`config.mk`:
```
export PLATFORM = sky130hd
export DESIGN_NAME = pal_seq_core
export DESIGN_NICKNAME = d
export VERILOG_FILES = /design/src/rtl/pal_pkg.sv /design/src/rtl/pal_macrocell.sv /design/src/rtl/pal_seq_core.sv
export SDC_FILE = /design/constraint.sdc
export NUM_CORES = 2
export LEC_CHECK = 0
export ABC_AREA = 1
export ABC_CLOCK_PERIOD_IN_PS = 2200
export BUFFER_PORTS_ARGS = -buffer_cell sky130_fd_sc_hd__buf_4
export CAP_MARGIN = 10
export CORE_ASPECT_RATIO = 0.5
export CORE_MARGIN = 2
export CORE_UTILIZATION = 60
export DETAILED_ROUTE_END_ITERATION = 7
export GPL_TIMING_DRIVEN = 0
export PLACE_DENSITY_LB_ADDON = 0.25
export SLEW_MARGIN = 20
export SYNTH_ARGS = -nofsm -noshare
export SYNTH_HDL_FRONTEND = slang
export SYNTH_SLANG_ARGS = --single-unit
```
`constraint.sdc`:
```
create_clock -name clk -period 2.2 [get_ports clk]
set_input_delay 0.33 -clock clk [delete_from_list [all_inputs] [get_ports clk]]
set_output_delay 0.33 -clock clk [all_outputs]
set_load 0.05 [all_outputs]
```
`src/rtl/pal_pkg.sv`:
```
// Shared types and config-bit offset helpers for the sequential PAL fabric.
// Dimension arguments default to the fabric's default sizing.
package pal_pkg;

   localparam int DEF_N = 8;
   localparam int DEF_M = 6;
   localparam int DEF_P = 15;

   typedef struct packed {
      logic inv;
      logic reg_mode;
   } mc_cfg_t;

   function automatic int cfg_len(input int n, input int m, input int p);
      return p*2*(n+m) + m*p + 2*m;
   endfunction

   function automatic int and_idx(input int p, input int l, input int c,
                                  input int n = DEF_N, input int m = DEF_M);
      return p*2*(n+m) + 2*l + c;
   endfunction

   function automatic int or_idx(input int mo, input int p,
                                 input int n = DEF_N, input int m = DEF_M,
                                 input int np = DEF_P);
      return np*2*(n+m) + mo*np + p;
   endfunction

   function automatic int inv_idx(input int mo,
                                  input int n = DEF_N, input int m = DEF_M,
                                  input int np = DEF_P);
      return np*2*(n+m) + m*np + 2*mo;
   endfunction

   function automatic int reg_idx(input int mo,
                                  input int n = DEF_N, input int m = DEF_M,
                                  input int np = DEF_P);
      return np*2*(n+m) + m*np + 2*mo + 1;
   endfunction

endpackage

```
`src/rtl/pal_macrocell.sv`:
```
// One output macrocell: feedback flop, combinational/registered select,
// polarity inversion and gating while no configuration is active.
module pal_macrocell
   import pal_pkg::*;
(
   input  logic    clk,
   input  logic    res_n,
   input  logic    i_clr,
   input  logic    i_valid,
   input  logic    i_sum,
   input  mc_cfg_t i_cfg,
   output logic    o_q,
   output logic    o_out
);

   logic r_q;

   // The flop tracks the sum in both modes so feedback is always available.
   always_ff @(posedge clk) begin
      if (!res_n) begin
         r_q <= 1'b0;
      end else if (i_clr || !i_valid) begin
         r_q <= 1'b0;
      end else begin
         r_q <= i_sum;
      end
   end

   assign o_q   = r_q;
   assign o_out = i_valid & ((i_cfg.reg_mode ? r_q : i_sum) ^ i_cfg.inv);

endmodule

```
`src/rtl/pal_seq_core.sv`:
```
// PAL fabric with registered feedback and a serially loaded shadow config
// that is committed atomically when exactly CFG_LEN bits were shifted.
module pal_seq_core
   import pal_pkg::*;
#(
   parameter int N = 8,
   parameter int M = 6,
   parameter int P = 15
) (
   input  logic         clk,
   input  logic         res_n,
   input  logic         en,
   input  logic         cfg,
   output logic         cfg_out,
   input  logic [N-1:0] in_vars,
   output logic [M-1:0] out_vals,
   output logic         cfg_valid,
   output logic         cfg_err
);

   localparam int CFG_LEN = cfg_len(N, M, P);
   localparam int CW      = $clog2(CFG_LEN + 2);
   localparam int L       = N + M;
   localparam logic [CW-1:0] CNT_FULL = CW'(CFG_LEN);
   localparam logic [CW-1:0] CNT_SAT  = CW'(CFG_LEN + 1);

   logic [CFG_LEN-1:0] r_shadow;
   logic [CFG_LEN-1:0] r_active;
   logic [CW-1:0]      r_cnt;
   logic               r_en_d;
   logic               r_valid;
   logic               r_err;

   logic               w_rise;
   logic               w_fall;
   logic               w_commit_ok;
   logic [M-1:0]       w_q;
   logic [L-1:0]       w_lit;
   logic [P-1:0]       w_term;
   logic [M-1:0]       w_sum;

   assign w_rise      = en & ~r_en_d;
   assign w_fall      = ~en & r_en_d;
   assign w_commit_ok = w_fall && (r_cnt == CNT_FULL);

   always_ff @(posedge clk) begin
      if (!res_n) begin
         r_shadow <= '0;
         r_active <= '0;
         r_cnt    <= '0;
         r_en_d   <= 1'b0;
         r_valid  <= 1'b0;
         r_err    <= 1'b0;
      end else begin
         r_en_d <= en;
         if (en) begin
            r_shadow <= {cfg, r_shadow[CFG_LEN-1:1]};
            // The bit shifted on the rising edge of en is already the first one.
            if (w_rise) begin
               r_cnt <= CW'(1);
            end else if (r_cnt != CNT_SAT) begin
               r_cnt <= r_cnt + CW'(1);
            end
         end
         if (w_fall) begin
            if (r_cnt == CNT_FULL) begin
               r_active <= r_shadow;
               r_valid  <= 1'b1;
               r_err    <= 1'b0;
            end else begin
               r_err <= 1'b1;
            end
         end
      end
   end

   assign w_lit = {w_q, in_vars};

   for (genvar p = 0; p < P; p++) begin : g_term
      logic [L-1:0] w_en_t;
      logic [L-1:0] w_en_c;
      for (genvar l = 0; l < L; l++) begin : g_lit
         assign w_en_t[l] = r_active[and_idx(p, l, 0, N, M)];
         assign w_en_c[l] = r_active[and_idx(p, l, 1, N, M)];
      end
      // An empty term is 0; true and complement of one literal also give 0.
      assign w_term[p] = (|(w_en_t | w_en_c)) & ~(|(w_en_t & ~w_lit))
                         & ~(|(w_en_c & w_lit));
   end

   for (genvar gm = 0; gm < M; gm++) begin : g_out
      logic [P-1:0] w_sel;
      mc_cfg_t      w_mc;
      for (genvar p = 0; p < P; p++) begin : g_sel
         assign w_sel[p] = r_active[or_idx(gm, p, N, M, P)];
      end
      assign w_sum[gm]     = |(w_sel & w_term);
      assign w_mc.inv      = r_active[inv_idx(gm, N, M, P)];
      assign w_mc.reg_mode = r_active[reg_idx(gm, N, M, P)];

      pal_macrocell u_mc (
         .clk     (clk),
         .res_n   (res_n),
         .i_clr   (w_commit_ok),
         .i_valid (r_valid),
         .i_sum   (w_sum[gm]),
         .i_cfg   (w_mc),
         .o_q     (w_q[gm]),
         .o_out   (out_vals[gm])
      );
   end

   assign cfg_out   = r_shadow[0];
   assign cfg_valid = r_valid;
   assign cfg_err   = r_err;

endmodule

```
Yosys cells after proc, flatten, opt, wreduce, memory -nomap -nowiden

Cells that the tools add are included.

$add $sub $neg: 1
Reduce and logical (&&, ||, !) cells: 58
Muxes and demuxes: 9
Equal/unequal tests: 2
Bitwise logic cells: 129

Operators with widths:

| cell                                                             | number |
|---|---|
| 14-bit OR reduction                                              | 45 |
| 14-bit AND                                                       | 30 |
| 14-bit OR                                                        | 15 |
| 15-bit AND                                                       | 6 |
| 15-bit OR reduction                                              | 6 |
| 1-bit AND                                                        | 38 |
| 1-bit NOT                                                        | 33 |
| 10-bit 2-to-1 mux                                                | 2 |
| 14-bit NOT                                                       | 1 |
| 10-bit by 1-bit adder with 10-bit output (second input constant) | 1 |
| 10-bit == test (second input constant)                           | 1 |
| 10-bit inequality test (second input constant)                   | 1 |
| 1-bit 2-to-1 mux                                                 | 7 |
| 1-bit bitwise XOR                                                | 6 |
| 2-bit AND reduction                                              | 2 |
| 2-bit nonzero test                                               | 1 |
| 2-bit OR reduction                                               | 1 |
| 1-bit logical AND                                                | 1 |
| 1-bit logical NOT                                                | 1 |
| 1-bit logical OR                                                 | 1 |

Logic and storage cells: 211
Bits in registers: 1,063
Output and inout bits: 9
Input bits: 12

Logic depth before layout (Yosys ltp)

Depth in word-level cells: 11
Gate-level depth with buffers: 18
Depth with buffers taken out: 15

Hierarchy

Synthesis repeated with hierarchy kept, for this count alone.

Cell total of the unflattened synthesis: 5,740
Area total of the unflattened synthesis: 41,881.4 um^2

Modules (own cells, without submodules):

| module        | area an instance (um^2) | instances | seq. area each (um^2) | cells an instance |
|---|---|---|---|---|
| pal_seq_core  | 41,498.6                | 1         | 21,160.3              | 5,674 |
| pal_macrocell | 63.8                    | 6         | 20.0                  | 11 |

Worst setup path after synthesis

Ideal clock, no wire load.

Path type: in2out
From: input port in_vars[6]
To: output port out_vals[0]
Buffers on the path: 3
Data arrival time: 1.772 ns
Path slack: 0.098 ns
Cell stages on the path: 18
Cells stage by stage: buf_4 > inv_2 > buf_4 > nand2_1 > nand2_1 > nor2_1 > nand2_1 > nor2_1 > nand3_2 > nor2_1 > nor2_1 > nand2_1 > nor2_1 > nand3_2 > nand3_1 > nand2_1 > nor2_1 > buf_4

Cells in the longest elaborated chain, start to end: 11
Elaborated cells on any way between the ends: 126
Those cells by class: mux: 1; bitwise: 94; reduce/logical: 31

Ends and longest elaborated chain:

| element               | RTL line            | source |
|---|---|---|
| start: declaration    | pal_seq_core.sv:15  | `input logic [N-1:0] in_vars,` |
| 14-bit NOT            | pal_seq_core.sv:87  | `assign w_term[p] = (\|(w_en_t \| w_en_c)) & ~(\|(w_en_t & ~w_lit))` |
| 14-bit AND            | pal_seq_core.sv:87  |  |
| 14-bit OR reduction   | pal_seq_core.sv:87  |  |
| 1-bit NOT             | pal_seq_core.sv:87  |  |
| 1-bit AND             | pal_seq_core.sv:87  |  |
| 1-bit AND             | pal_seq_core.sv:88  | `& ~(\|(w_en_c & w_lit));` |
| 15-bit AND *          | pal_seq_core.sv:97  | `assign w_sum[gm] = \|(w_sel & w_term);` |
| 15-bit OR reduction * | pal_seq_core.sv:97  |  |
| 1-bit 2-to-1 mux *    | pal_macrocell.sv:30 | `assign o_out = i_valid & ((i_cfg.reg_mode ? r_q : i_sum) ^ i_cfg.inv);` |
| 1-bit bitwise XOR *   | pal_macrocell.sv:30 |  |
| 1-bit AND *           | pal_macrocell.sv:30 |  |
| end: declaration      | pal_seq_core.sv:16  | `output logic [M-1:0] out_vals,` |

Every way passes the cells marked *; elsewhere a longest branch is shown, timed or not.

Worst setup path after layout

From: register g_out[5].u_mc.r_q
To: output port out_vals[1]

Cells in the longest elaborated chain, start to end: 11
Elaborated cells on any way between the ends: 126
Those cells by class: mux: 1; bitwise: 94; reduce/logical: 31

Ends and longest elaborated chain:

| element                  | RTL line            | source |
|---|---|---|
| start: declaration       | pal_macrocell.sv:16 | `logic r_q;` |
| start signal: assignment | pal_macrocell.sv:25 | `r_q <= i_sum;` |
| 14-bit NOT               | pal_seq_core.sv:87  |  |
| 14-bit AND               | pal_seq_core.sv:87  |  |
| 14-bit OR reduction      | pal_seq_core.sv:87  |  |
| 1-bit NOT                | pal_seq_core.sv:87  |  |
| 1-bit AND                | pal_seq_core.sv:87  |  |
| 1-bit AND                | pal_seq_core.sv:88  |  |
| 15-bit AND *             | pal_seq_core.sv:97  |  |
| 15-bit OR reduction *    | pal_seq_core.sv:97  |  |
| 1-bit 2-to-1 mux *       | pal_macrocell.sv:30 |  |
| 1-bit bitwise XOR *      | pal_macrocell.sv:30 |  |
| 1-bit AND *              | pal_macrocell.sv:30 |  |

Marked as above.

==> flow_summary.yaml <==
sta:
  fmax_ghz: 0.285
  finalSetupViolCount: 11
  hold_violations: 0
  totalNegativeSetupSlack_ps: -7510
  setup_ws_ps: -1310
  finalCritPeriodShare: 1.59
  rsz0062_at_grt: "yes"
  timing.hold.ws_ps: 454
  slew_headroom: 0.291
  finClkSkew_ps: 26.5
  period_needed_ps: 3510
  report.final.slew_viol_count: 0
  worstMarginPinSlew_ps: 1060
floorplanning:
  chipHeight_um: 192
  die_w_um: 379
  start_util: 0.609
  dieArea_um2: 72600
  rows: 68
  ios: 21
  fp.coreArea_um2: 69300
clock_tree:
  cts_root_buffer: "clkbuf_16"
  clockBufferDepth: 3
  cts_tree: "yes"
  clk_pin_slew_ps: 70
  insertion_delay_ps: 690
  cts_num_sinks: 1063
  numCtsBuffers: 87
  cts_max_level: 3
flow_run:
  drv_cap: 0
finish:
  drive_gt1_frac: 0.0931
  n_fill_cell: 5503
  area_growth_pct: 15.1
  layout.area.seq_um2: 21300
  post-route-cell-area_um2: 48600
  fin_util: 0.701
  multi_input_area_um2: 18000
  fin_nets: 5915
power:
  power-per-cell-area_nw_per_um2: 798
  peakVddDrop_mv: 0.620
  p_sw_frac: 0.241
  pwr-share-comb: 0.055
  power_frac_seq: 0.521
  pwr-share-clk: 0.424
  switchingPower_mw: 9.36
  p_int_mw: 29.4
  p_leak_nw: 19.6
grt:
  grt_usage: 0.367
  grt_pass1_vias: 37000
  grt_pass1_wl_mm: 205
  grt_max_degree: 17
  overflow: 0
  antenna_found_initial: 4
worst_setup_path:
  end_kind: "output port"
  start_kind: "flip-flop"
  cp.arrival_ps: 3180
  r2r_slack_ps: -20
  path_max_fanout: 8
  cp.required_ps: 1870
  reg2reg_depth: 16
  r2r_start: "g_out[5].u_mc.o_q"
  critPathKind: "reg -> out"
  regToRegEndpoint: "g_out[0].u_mc.o_q"
synthesis:
  synth_warnings: 0
  synth_nets: 5742
  yosysSeqAreaShare: 0.504
  ys_types: 30
  ys_ff_latch: 1063
  synthCells: 5728
  avgSynthCellArea_um2: 7.37
  synth_area_um2: 42200
routing:
  drc: 0
  dr.pass1.iters: 7
  detail-route-antenna-nets: 0
  routed_wl_mm: 136
  vias: 40600
  wl_per_cell_um: 19.7
  via_per_inst: 5.86
  drt_iter0_drc: 5663
min_path:
  hold_depth: 2
  hold_path_end: "r_active[442]"
  hold_start: "r_active[442]"
  min_path_type: "reg -> reg"
run_status:
  violations: "negative setup slack"
  status: "finished with violations"
placed_design:
  io_buffers: 12
  hpwl_mm: 87.3
  place_congestion: 0.935
  place_ws_ps: -1540
  placed_area_um2: 43500
[routing by layer]
metal,vias up,routed length (um),GRT usage
met1,18900,55300,0.492
met4,4,6530,0.176
li1,19000,-,-
met5,-,26,0
met3,439,17500,0.105
met2,2240,56700,0.546
[worst max-delay path by stage]
stage	from	to	slack, ps	cells after the start
CTS	g_out[5].u_mc.o_q	out_vals[1]	-1180	20
global route	g_out[1].u_mc.o_q	out_vals[1]	-1400	21
floorplan	in_vars[6]	out_vals[0]	100	18
global placement	g_out[5].u_mc.o_q	out_vals[1]	-1510	17
detailed placement	g_out[5].u_mc.o_q	out_vals[0]	-1540	17
finish	g_out[5].u_mc.o_q	out_vals[1]	-1310	21
[cell usage after synthesis]
cell	n	area share
nor3b_1	2	0.00036
o21ai_0	751	0.089
nor3_1	4	0.00047
nand2_2	1	0.00015
o21ai_1	3	0.00036
buf_2	75	0.0089
nand4_1	53	0.0079
nand3_1	71	0.0084
a21oi_1	415	0.049
inv_1	410	0.036
dfxtp_1	1063	0.50
buf_6	21	0.0056
clkinv_1	1	0.000089
nand3b_1	1	0.00018
nand3_2	12	0.0028
a22oi_1	1	0.00018
and2_1	2	0.00030
ha_1	2	0.00059
nor2_2	10	0.0015
nor2_1	1464	0.13
clkbuf_1	253	0.023
a211oi_1	304	0.054
inv_2	15	0.0013
a221oi_1	1	0.00021
nand2_1	739	0.066
or2_2	1	0.00015
buf_1	7	0.00062
buf_4	42	0.0075
xor2_1	3	0.00062
nor2_4	1	0.00027
[power by group through the flow]
stage               logic (mW)  clock network (mW)  registers (mW)
floorplan                 1.38                   0            20.5
global placement          1.96                   0            20.6
detailed placement        2.03                   0            20.6
CTS                       2.05                16.4            20.2
global route              2.34                17.2            20.3
finish                    2.14                16.4            20.2
[critical path: stages, from the launching register on]
cell and delay (ps):
dfxtp_2 330, buf_12 160, inv_16 120, buf_16 170, buf_6 110, nand2_1 40, nand2_1 60, inv_1 40
nand2_2 80, nor2_4 40, buf_12 140, nand4_1 70, nand2_1 60, inv_1 80, nand2_2 80, nor2_4 210
nand3_4 110, nand3_2 90, nand2_1 50, nor2_1 140, buf_4 140, buf_8 140
[through the flow]
| stage | total power [mW] | cells |
|---|---|---|
| final | 38.8 | 6919 |
| after global routing | 39.8 | 6917 |
| after CTS | 38.6 | 6914 |
| after detailed placement | 22.7 | 6685 |
| after global placement | 22.6 | 6685 |
| after floorplan | 21.9 | 5728 |
[cells in the final DEF (no fill, tap or decap), types with 9 or more instances in the layout]
cell type  count
nor2_1      1408
dfxtp_1     1057
o21ai_0      751
nand2_1      705
inv_1        410
a21oi_1      408
a211oi_1     303
clkbuf_1     244
clkbuf_16     90
buf_4         73
buf_2         69
nand4_1       53
nand3_1       52
buf_12        38
nor2_4        34
nor2_2        33
nand2_2       29
clkbuf_2      24
nand3_2       21
buf_6         19
clkbuf_8      19
clkinv_2      18
buf_16        14
nand3_4       10
inv_2          9
[layout make-up]
cell class	count	area share
Antenna cell	2	0.000103
Buffer	393	0.0446
Clock buffer	127	0.0531
Clock inverter	33	0.00768
Inverter	426	0.0349
Multi-Input combinational cell	3841	0.371
Sequential cell	1063	0.438
Tap cell	945	0.0243
Timing Repair Buffer	89	0.0255
[logic make-up (layout without fill, tap and decap cells)]
group           count (synthesis)  after routing  synth area share
xor+xnor                        3              3          0.000623
compound gates               1475           1475             0.193
buf+inv                       824           1068            0.0830
flops                        1063           1063             0.504
fa+ha+maj                       2              2          0.000593
simple gates                 2361           2361             0.218
other cells                     0              2                 0
[flip-flops by register name, indices dropped and copies added, names as in the netlist]
register        flops
r_en_d              1
cfg_err             1
cfg_valid           1
g_out.u_mc.o_q      6
r_cnt              10
r_active          522
r_shadow          522
[timing repair]
action | in CTS | in global routing
setup buffers | 65 | 3
hold buffers | 1 | 0
gates cloned | 8 | 0
pin swaps | 63 | 24
hold endpoints to repair | 1 | 0
gates resized for setup | 249 | 94
setup endpoints to repair | 256 | 218
(Power assumes the default switching activity.)
